--- src/rtl/sc_mmio_ctrl_if.sv ---
// CPU data-bus slice seen by the MMIO controller.
//   addr/wdata/we : CPU -> controller (byte address, store data, store strobe)
//   sel/rdata     : controller -> CPU (address hit and read data, both combinational)
interface sc_mmio_ctrl_if;
  logic [31:0] addr;
  logic [31:0] wdata;
  logic        we;
  logic        sel;
  logic [31:0] rdata;

  modport master (output addr, output wdata, output we, input sel, input rdata);
  modport slave  (input addr, input wdata, input we, output sel, output rdata);
endinterface

--- src/rtl/sc_mmio_ctrl.sv ---
// Memory-mapped I/O controller: switches, debounced keys with sticky press
// capture, LEDs, 7-segment digits, periodic timer and one interrupt line.
//   clock, reset : system clock, asynchronous active-high reset
//   bus          : CPU data-bus slave port (addr, wdata, we -> sel, rdata)
//   sw           : raw switch inputs
//   key          : raw key inputs, active-low
//   led          : LED register
//   hex          : digit i on hex[7i+6:7i], gfedcba, active-low
//   irq          : registered interrupt request
module sc_mmio_ctrl #(
  parameter logic [31:0] BASE_ADDR  = 32'hC000_0000,
  parameter int unsigned NUM_SW     = 10,
  parameter int unsigned NUM_KEY    = 3,
  parameter int unsigned NUM_LED    = 10,
  parameter int unsigned NUM_HEX    = 6,
  parameter int unsigned DEB_W      = 16,
  parameter int unsigned DEB_CYCLES = 50000
) (
  input  logic                 clock,
  input  logic                 reset,
  sc_mmio_ctrl_if.slave        bus,
  input  logic [NUM_SW-1:0]    sw,
  input  logic [NUM_KEY-1:0]   key,
  output logic [NUM_LED-1:0]   led,
  output logic [7*NUM_HEX-1:0] hex,
  output logic                 irq
);

  localparam logic [5:0] IDX_SW     = 6'd0;
  localparam logic [5:0] IDX_KEYLVL = 6'd1;
  localparam logic [5:0] IDX_KEYEDG = 6'd2;
  localparam logic [5:0] IDX_LED    = 6'd3;
  localparam logic [5:0] IDX_TCOUNT = 6'd16;
  localparam logic [5:0] IDX_TCMP   = 6'd17;
  localparam logic [5:0] IDX_TSTAT  = 6'd18;
  localparam logic [5:0] IDX_CTRL   = 6'd19;
  localparam logic [DEB_W-1:0] DEB_LAST = DEB_W'(DEB_CYCLES - 1);

  logic [NUM_SW-1:0]             sw_s1_q, sw_s1_d, sw_s2_q, sw_s2_d;
  logic [NUM_KEY-1:0]            key_s1_q, key_s1_d, key_s2_q, key_s2_d;
  logic [NUM_KEY-1:0]            key_lvl_q, key_lvl_d;
  logic [NUM_KEY-1:0]            key_edge_q, key_edge_d;
  logic [NUM_KEY-1:0][DEB_W-1:0] deb_cnt_q, deb_cnt_d;
  logic [NUM_LED-1:0]            led_q, led_d;
  logic [NUM_HEX-1:0][4:0]       hex_q, hex_d;
  logic [31:0]                   tcount_q, tcount_d;
  logic [31:0]                   tcmp_q, tcmp_d;
  logic                          tstat_q, tstat_d;
  logic [1:0]                    ctrl_q, ctrl_d;
  logic                          irq_q, irq_d;

  logic                          hit_c, wr_c, tmatch_c;
  logic [5:0]                    widx_c;
  logic [NUM_KEY-1:0]            key_pr_c, key_press_c, key_clr_c;
  logic [31:0]                   rdata_c;
  logic                          unused_addr_lsb;

  // 7-segment decode, gfedcba active-low; bit4 blanks the digit
  function automatic logic [6:0] seg7(input logic [4:0] v);
    logic [6:0] s;
    if (v[4]) begin
      s = 7'h7F;
    end else begin
      case (v[3:0])
        4'h0: s = 7'h40; 4'h1: s = 7'h79; 4'h2: s = 7'h24; 4'h3: s = 7'h30;
        4'h4: s = 7'h19; 4'h5: s = 7'h12; 4'h6: s = 7'h02; 4'h7: s = 7'h78;
        4'h8: s = 7'h00; 4'h9: s = 7'h10; 4'hA: s = 7'h08; 4'hB: s = 7'h03;
        4'hC: s = 7'h46; 4'hD: s = 7'h21; 4'hE: s = 7'h06; default: s = 7'h0E;
      endcase
    end
    return s;
  endfunction

  // Address decode; byte lane bits are don't-care
  assign hit_c           = (bus.addr[31:8] == BASE_ADDR[31:8]);
  assign widx_c          = bus.addr[7:2];
  assign wr_c            = hit_c & bus.we;
  assign unused_addr_lsb = ^bus.addr[1:0];
  assign key_pr_c        = ~key_s2_q;
  assign tmatch_c        = (tcmp_q != 32'd0) && (tcount_q == tcmp_q);

  // Read mux
  always_comb begin
    rdata_c = '0;
    if (hit_c) begin
      case (widx_c)
        IDX_SW:     rdata_c = 32'(sw_s2_q);
        IDX_KEYLVL: rdata_c = 32'(key_lvl_q);
        IDX_KEYEDG: rdata_c = 32'(key_edge_q);
        IDX_LED:    rdata_c = 32'(led_q);
        IDX_TCOUNT: rdata_c = tcount_q;
        IDX_TCMP:   rdata_c = tcmp_q;
        IDX_TSTAT:  rdata_c = {31'd0, tstat_q};
        IDX_CTRL:   rdata_c = {30'd0, ctrl_q};
        default: begin
          for (int i = 0; i < int'(NUM_HEX); i++) begin
            if (widx_c == 6'(4 + i)) rdata_c = 32'(hex_q[i]);
          end
        end
      endcase
    end
  end

  assign bus.sel   = hit_c;
  assign bus.rdata = rdata_c;

  // Next-state logic for all registers
  always_comb begin
    sw_s1_d     = sw;
    sw_s2_d     = sw_s1_q;
    key_s1_d    = key;
    key_s2_d    = key_s1_q;
    key_lvl_d   = key_lvl_q;
    deb_cnt_d   = deb_cnt_q;
    key_press_c = '0;
    led_d       = led_q;
    hex_d       = hex_q;
    tcmp_d      = tcmp_q;
    ctrl_d      = ctrl_q;

    // Debounce: count consecutive cycles the synced key differs from the accepted level
    for (int k = 0; k < int'(NUM_KEY); k++) begin
      if (key_pr_c[k] != key_lvl_q[k]) begin
        if (deb_cnt_q[k] == DEB_LAST) begin
          key_lvl_d[k]   = key_pr_c[k];
          deb_cnt_d[k]   = '0;
          key_press_c[k] = key_pr_c[k];
        end else begin
          deb_cnt_d[k] = deb_cnt_q[k] + DEB_W'(1);
        end
      end else begin
        deb_cnt_d[k] = '0;
      end
    end

    // Sticky press capture; a new press wins over a simultaneous clear
    key_clr_c  = (wr_c && widx_c == IDX_KEYEDG) ? bus.wdata[NUM_KEY-1:0] : '0;
    key_edge_d = (key_edge_q & ~key_clr_c) | key_press_c;

    if (wr_c && widx_c == IDX_LED)  led_d  = bus.wdata[NUM_LED-1:0];
    if (wr_c && widx_c == IDX_CTRL) ctrl_d = bus.wdata[1:0];
    for (int i = 0; i < int'(NUM_HEX); i++) begin
      if (wr_c && widx_c == 6'(4 + i)) hex_d[i] = bus.wdata[4:0];
    end

    // Timer: match restarts the count; a compare write restarts it too
    tcount_d = tmatch_c ? 32'd0 : tcount_q + 32'd1;
    if (wr_c && widx_c == IDX_TCMP) begin
      tcmp_d   = bus.wdata;
      tcount_d = 32'd0;
    end
    tstat_d = (tstat_q & ~(wr_c && widx_c == IDX_TSTAT && bus.wdata[0])) | tmatch_c;

    irq_d = (ctrl_q[0] & tstat_q) | (ctrl_q[1] & (|key_edge_q));
  end

  // State registers
  always_ff @(posedge clock or posedge reset) begin
    if (reset) begin
      sw_s1_q    <= '0;
      sw_s2_q    <= '0;
      key_s1_q   <= '1;
      key_s2_q   <= '1;
      key_lvl_q  <= '0;
      key_edge_q <= '0;
      deb_cnt_q  <= '0;
      led_q      <= '0;
      hex_q      <= {NUM_HEX{5'h10}};
      tcount_q   <= '0;
      tcmp_q     <= '0;
      tstat_q    <= 1'b0;
      ctrl_q     <= '0;
      irq_q      <= 1'b0;
    end else begin
      sw_s1_q    <= sw_s1_d;
      sw_s2_q    <= sw_s2_d;
      key_s1_q   <= key_s1_d;
      key_s2_q   <= key_s2_d;
      key_lvl_q  <= key_lvl_d;
      key_edge_q <= key_edge_d;
      deb_cnt_q  <= deb_cnt_d;
      led_q      <= led_d;
      hex_q      <= hex_d;
      tcount_q   <= tcount_d;
      tcmp_q     <= tcmp_d;
      tstat_q    <= tstat_d;
      ctrl_q     <= ctrl_d;
      irq_q      <= irq_d;
    end
  end

  // Outputs
  assign led = led_q;
  assign irq = irq_q;
  always_comb begin
    hex = '0;
    for (int i = 0; i < int'(NUM_HEX); i++) hex[7*i +: 7] = seg7(hex_q[i]);
  end

endmodule

--- src/flat_wrapper.sv ---
// flat-port wrapper written by rule: the top's interface ports become plain ports
module sc_mmio_ctrl_flat 
#(
  parameter logic [31:0] BASE_ADDR  = 32'hC000_0000,
  parameter int unsigned NUM_SW     = 10,
  parameter int unsigned NUM_KEY    = 3,
  parameter int unsigned NUM_LED    = 10,
  parameter int unsigned NUM_HEX    = 6,
  parameter int unsigned DEB_W      = 16,
  parameter int unsigned DEB_CYCLES = 50000
)
  (clock, reset, sw, key, led, hex, irq, bus_addr, bus_wdata, bus_we, bus_sel, bus_rdata);
  sc_mmio_ctrl_if bus_i ();
  input  logic clock;
  input  logic reset;
  input  logic [NUM_SW-1:0] sw;
  input  logic [NUM_KEY-1:0] key;
  output logic [NUM_LED-1:0] led;
  output logic [7*NUM_HEX-1:0] hex;
  output logic irq;
  input wire logic [$bits(bus_i.addr)-1:0] bus_addr;
  input wire logic [$bits(bus_i.wdata)-1:0] bus_wdata;
  input wire logic [$bits(bus_i.we)-1:0] bus_we;
  output wire logic [$bits(bus_i.sel)-1:0] bus_sel;
  output wire logic [$bits(bus_i.rdata)-1:0] bus_rdata;
  assign bus_i.addr = bus_addr;
  assign bus_i.wdata = bus_wdata;
  assign bus_i.we = bus_we;
  assign bus_sel = bus_i.sel;
  assign bus_rdata = bus_i.rdata;
  sc_mmio_ctrl #(.BASE_ADDR(BASE_ADDR), .NUM_SW(NUM_SW), .NUM_KEY(NUM_KEY), .NUM_LED(NUM_LED), .NUM_HEX(NUM_HEX), .DEB_W(DEB_W), .DEB_CYCLES(DEB_CYCLES)) u_core (.clock(clock), .reset(reset), .bus(bus_i), .sw(sw), .key(key), .led(led), .hex(hex), .irq(irq));
endmodule
--- config.mk ---
export PLATFORM = sky130hd
export DESIGN_NAME = sc_mmio_ctrl_flat
export DESIGN_NICKNAME = d
export VERILOG_FILES = /design/src/rtl/sc_mmio_ctrl_if.sv /design/src/rtl/sc_mmio_ctrl.sv /design/src/flat_wrapper.sv
export SDC_FILE = /design/constraint.sdc
export NUM_CORES = 1
export LEC_CHECK = 0
export BUFFER_PORTS_ARGS = -buffer_cell sky130_fd_sc_hd__buf_2
export CAP_MARGIN = 20
export CORE_ASPECT_RATIO = 1.25
export CORE_MARGIN = 2
export CORE_UTILIZATION = 62
export CTS_CLUSTER_SIZE = 25
export DETAILED_ROUTE_END_ITERATION = 8
export PLACE_DENSITY = 0.86
export SLEW_MARGIN = 40
export SYNTH_ARGS = -nofsm -noshare
export SYNTH_HDL_FRONTEND = slang
export SYNTH_SLANG_ARGS = --single-unit
--- constraint.sdc ---
create_clock -name clock -period 11.51 [get_ports clock]
set_input_delay 2.302 -clock clock [delete_from_list [all_inputs] [get_ports clock]]
set_output_delay 2.302 -clock clock [all_outputs]
set_load 0.01 [all_outputs]
==> results_dict.tcl <==
set metrics [dict create \
    path_class "input port to output pin" \
    timing.rr.end "u_core.tcount_q[7]" \
    cts_setup_buffers 0 \
    hp-class "flip-flop to flip-flop" \
    setup_ws_ns 4.74 \
    worst_path_max_delay_cell "and3_2" \
    crit_path_frequent_cell "buf_2" \
    slew_viol_final 0 \
    start_kind "input port" \
    antenna_found_initial 4 \
    synth_warnings 0 \
    max-slew-margin-rel_pct 52.7 \
    clk_latency_ns 0.44 \
    cts_root_buffer "clkbuf_16" \
    synth.ff_latch_count 188 \
    die_y_um 151 \
    ff2ff_path_depth 6 \
    nets 1310 \
    synth_seq_area_share_pct 44.1 \
    maxClockFrequency_mhz 148 \
    grt_max_degree 109 \
    power.leakage_nw 6.04 \
    finalSetupTns_ns 0 \
    wire_per_inst_um 18.1 \
    syn_inst 1067 \
    dieWidth_um 122 \
    syn_nets 1187 \
    fin_crit_sh_pct 58.8 \
    yosys-mux-area-fraction_pct 10.3 \
    syn_area_per_cell_um2 10.0 \
    grt_first_pass_wirelength_um 41600 \
    r2r_slack_ns 9.02 \
    dp.cells 1390 \
    synth_adder_area_share_pct 4.68 \
    overflow 0 \
    ios 166 \
    irDropWorstVdd_mv 0.115 \
    reg2reg_from "u_core.tcount_q[25]" \
    min_period_ns 6.77 \
    worstMarginPinSlew_ns 0.710 \
    async_flop_share_pct 100 \
    fp-row-count 53 \
    crit_path_max_fanout 30 \
    yosys.area_share.xor_xnor_pct 8.68 \
    drive_gt1_share_pct 21.3 \
    hold_ws_ns 0.350 \
    finalWirelength_um 25900 \
    rsz0062_at_grt "no" \
    gp_congestion 0.931 \
    clockBufferDepth 2 \
    status "complete, no violations" \
    hp-start "u_core.sw_s1_q[8]" \
    drt_first_pass_iters 5 \
    critical_path_arrival_ns 4.46 \
    yosys.area_share.simple_pct 18.2 \
    via_count 8764 \
    synthFlopType "dfrtp_1" \
    via_per_inst 6.14 \
    power_density_mw_per_mm2 107 \
    crit_chain "buf_2, nor2_2, and3_2, a22oi_1, a221oi_1, buf_2" \
    layout.cells.non_filler 1427 \
    cp-end-kind "output pin" \
    die-area_mm2 0.0183 \
    ant_nets 0 \
    hold_viol 0 \
    initial_core_util_pct 63.5 \
    drt-initial-drc-count 740 \
    syn_area_mm2 0.0107 \
    cts_made_buffers 17 \
    cts_hold_buf 0 \
    numPortBuffers 163 \
    synth_compound_area_share_pct 10.6 \
    path_clk_slew_ns 0.07 \
    yosysUniqueCellTypes 54 \
    synth_top_family_by_area "simple AND/OR/NAND/NOR gates" \
    cts_sinks 188 \
    setup_viol 0 \
    coreArea_mm2 0.0168 \
    whs_endpoint "u_core.sw_s2_q[8]" \
    grt_pass1_vias 8369 \
    hold_path_depth 0 \
    dp_hpwl_um 18000 \
    cp_slowest_stage_delay_ns 0.68 \
    grt.total_usage_pct 28.7 \
    synth_top_area_share_pct 41.2 \
    dp_worst_setup_slack_ns 4.69 \
    tritoncts "yes" \
    required_ns 9.21 \
    finClkSkew_ns 0.0105 \
    area_growth_pct 14.0 \
    route.detailed.drc 0 \
    h-tree-depth 4 \
    cts_resized 0 \
    cap_violations 0 \
    synth_enable_flop_cells 0 \
    yosys.area.top_type "dfrtp_1" \
    synth_top_cells_by_area "dfrtp_1 (41%), mux2_1 (6.8%), xor2_1 (5.8%)" \
]
==> how the worst max path moves through the flow <==
stage	startpoint	to	slack (ns)	cells after the start
finish	bus_addr[3]	bus_rdata[2]	4.74	6
global route	bus_addr[3]	bus_rdata[2]	4.64	6
CTS	bus_addr[12]	bus_rdata[7]	4.67	8
detailed placement	bus_addr[12]	bus_rdata[7]	4.69	8
global placement	bus_addr[3]	bus_rdata[2]	4.50	6
floorplan	reset	u_core.ctrl_q[0]	4.11	1
==> sequential cells by signal, indices dropped and copies added, names as in the netlist, 10 cells and up <==
register and cells:
u_core.deb_cnt_q 48, u_core.tcmp_q 32, u_core.tcount_q 32, u_core.hex_q 30, u_core.led 10, u_core.sw_s1_q 10, u_core.sw_s2_q 10
==> kinds of logic after synthesis <==
family,count (synthesis)
buffers and inverters,89
DFF,188
adders and majority gates,40
AOI/OAI and AO/OA,165
xor gates and xnor gates,106
and+or+nand+nor,387
muxes,92
==> where the power goes <==
| group | switching (W) | total (W) | internal (W) |
|---|---|---|---|
| clock | 0.000274 | 0.000581 | 0.000307 |
| combinational | 0.0000345 | 0.0000529 | 0.0000184 |
| sequential | 0.00000468 | 0.000673 | 0.000668 |
==> cells in the final DEF, fill, tap and decap left out, drive strengths merged, types with 28 or more instances in the layout <==
| master | netlist | routed |
|---|---|---|
| o21ai | 40 | 40 |
| mux2 | 83 | 83 |
| nand3 | 36 | 36 |
| ha | 40 | 40 |
| dfrtp | 176 | 176 |
| buf | 24 | 170 |
| nand2 | 60 | 60 |
| nand4 | 28 | 28 |
| nor2 | 161 | 161 |
| xor2 | 71 | 71 |
| inv | 23 | 31 |
| a22oi | 31 | 31 |
| xnor2 | 35 | 35 |
==> final cells by class <==
class,count,area [um^2]
Clock buffer,18,429
Inverter,23,93.8
Clock inverter,14,149
Timing Repair Buffer,170,892
Tap cell,220,275
Sequential cell,188,4720
Fill cell,1185,4640
Antenna cell,4,10.0
Multi-Input combinational cell,790,5630
==> metal layers <==
metal / GRT usage [%] / vias to the layer above / share of wire (%)
met4: 13.1 / 0 / 4.2
li1: - / 4024 / -
met3: 6.02 / 88 / 7.1
met2: 46.5 / 373 / 49
met5: 0 / - / 0
met1: 37.5 / 4279 / 40
==> synthesized netlist by cell type (12+ instances only) <==
cell type / number
nor4_1: 22
a31oi_1: 14
o21ai_0: 40
and3_1: 23
dfrtp_1: 176
o21a_1: 13
xnor2_1: 35
clkbuf_1: 42
dfstp_2: 12
nand4_1: 28
a211o_1: 19
a22oi_1: 31
nand2_1: 60
xor2_1: 71
ha_1: 40
inv_1: 22
a21oi_1: 18
mux2_1: 65
mux2_2: 18
nor2_1: 159
nand3_1: 30
==> worst max-delay path: cells and delay by family <==
family	cells	cell delay (ns)
AOI/OAI and AO/OA	2	0.54
buffers and inverters	2	0.44
and+or+nand+nor	2	1.16
==> metrics by stage <==
| step | power, W | area (um^2) | util [%] |
|---|---|---|---|
| 2_1_floorplan | 0.000711 | 10700 | - |
| 3_3_place_gp | 0.000735 | 11600 | 68.6 |
| 3_5_place_dp | 0.000737 | 11600 | 68.7 |
| 4_1_cts | 0.00131 | 12200 | 72.1 |
| 5_1_grt | 0.00134 | 12200 | 72.4 |
| 6_report | 0.00131 | 12200 | 72.4 |
Power figures use the tool's default switching activity.
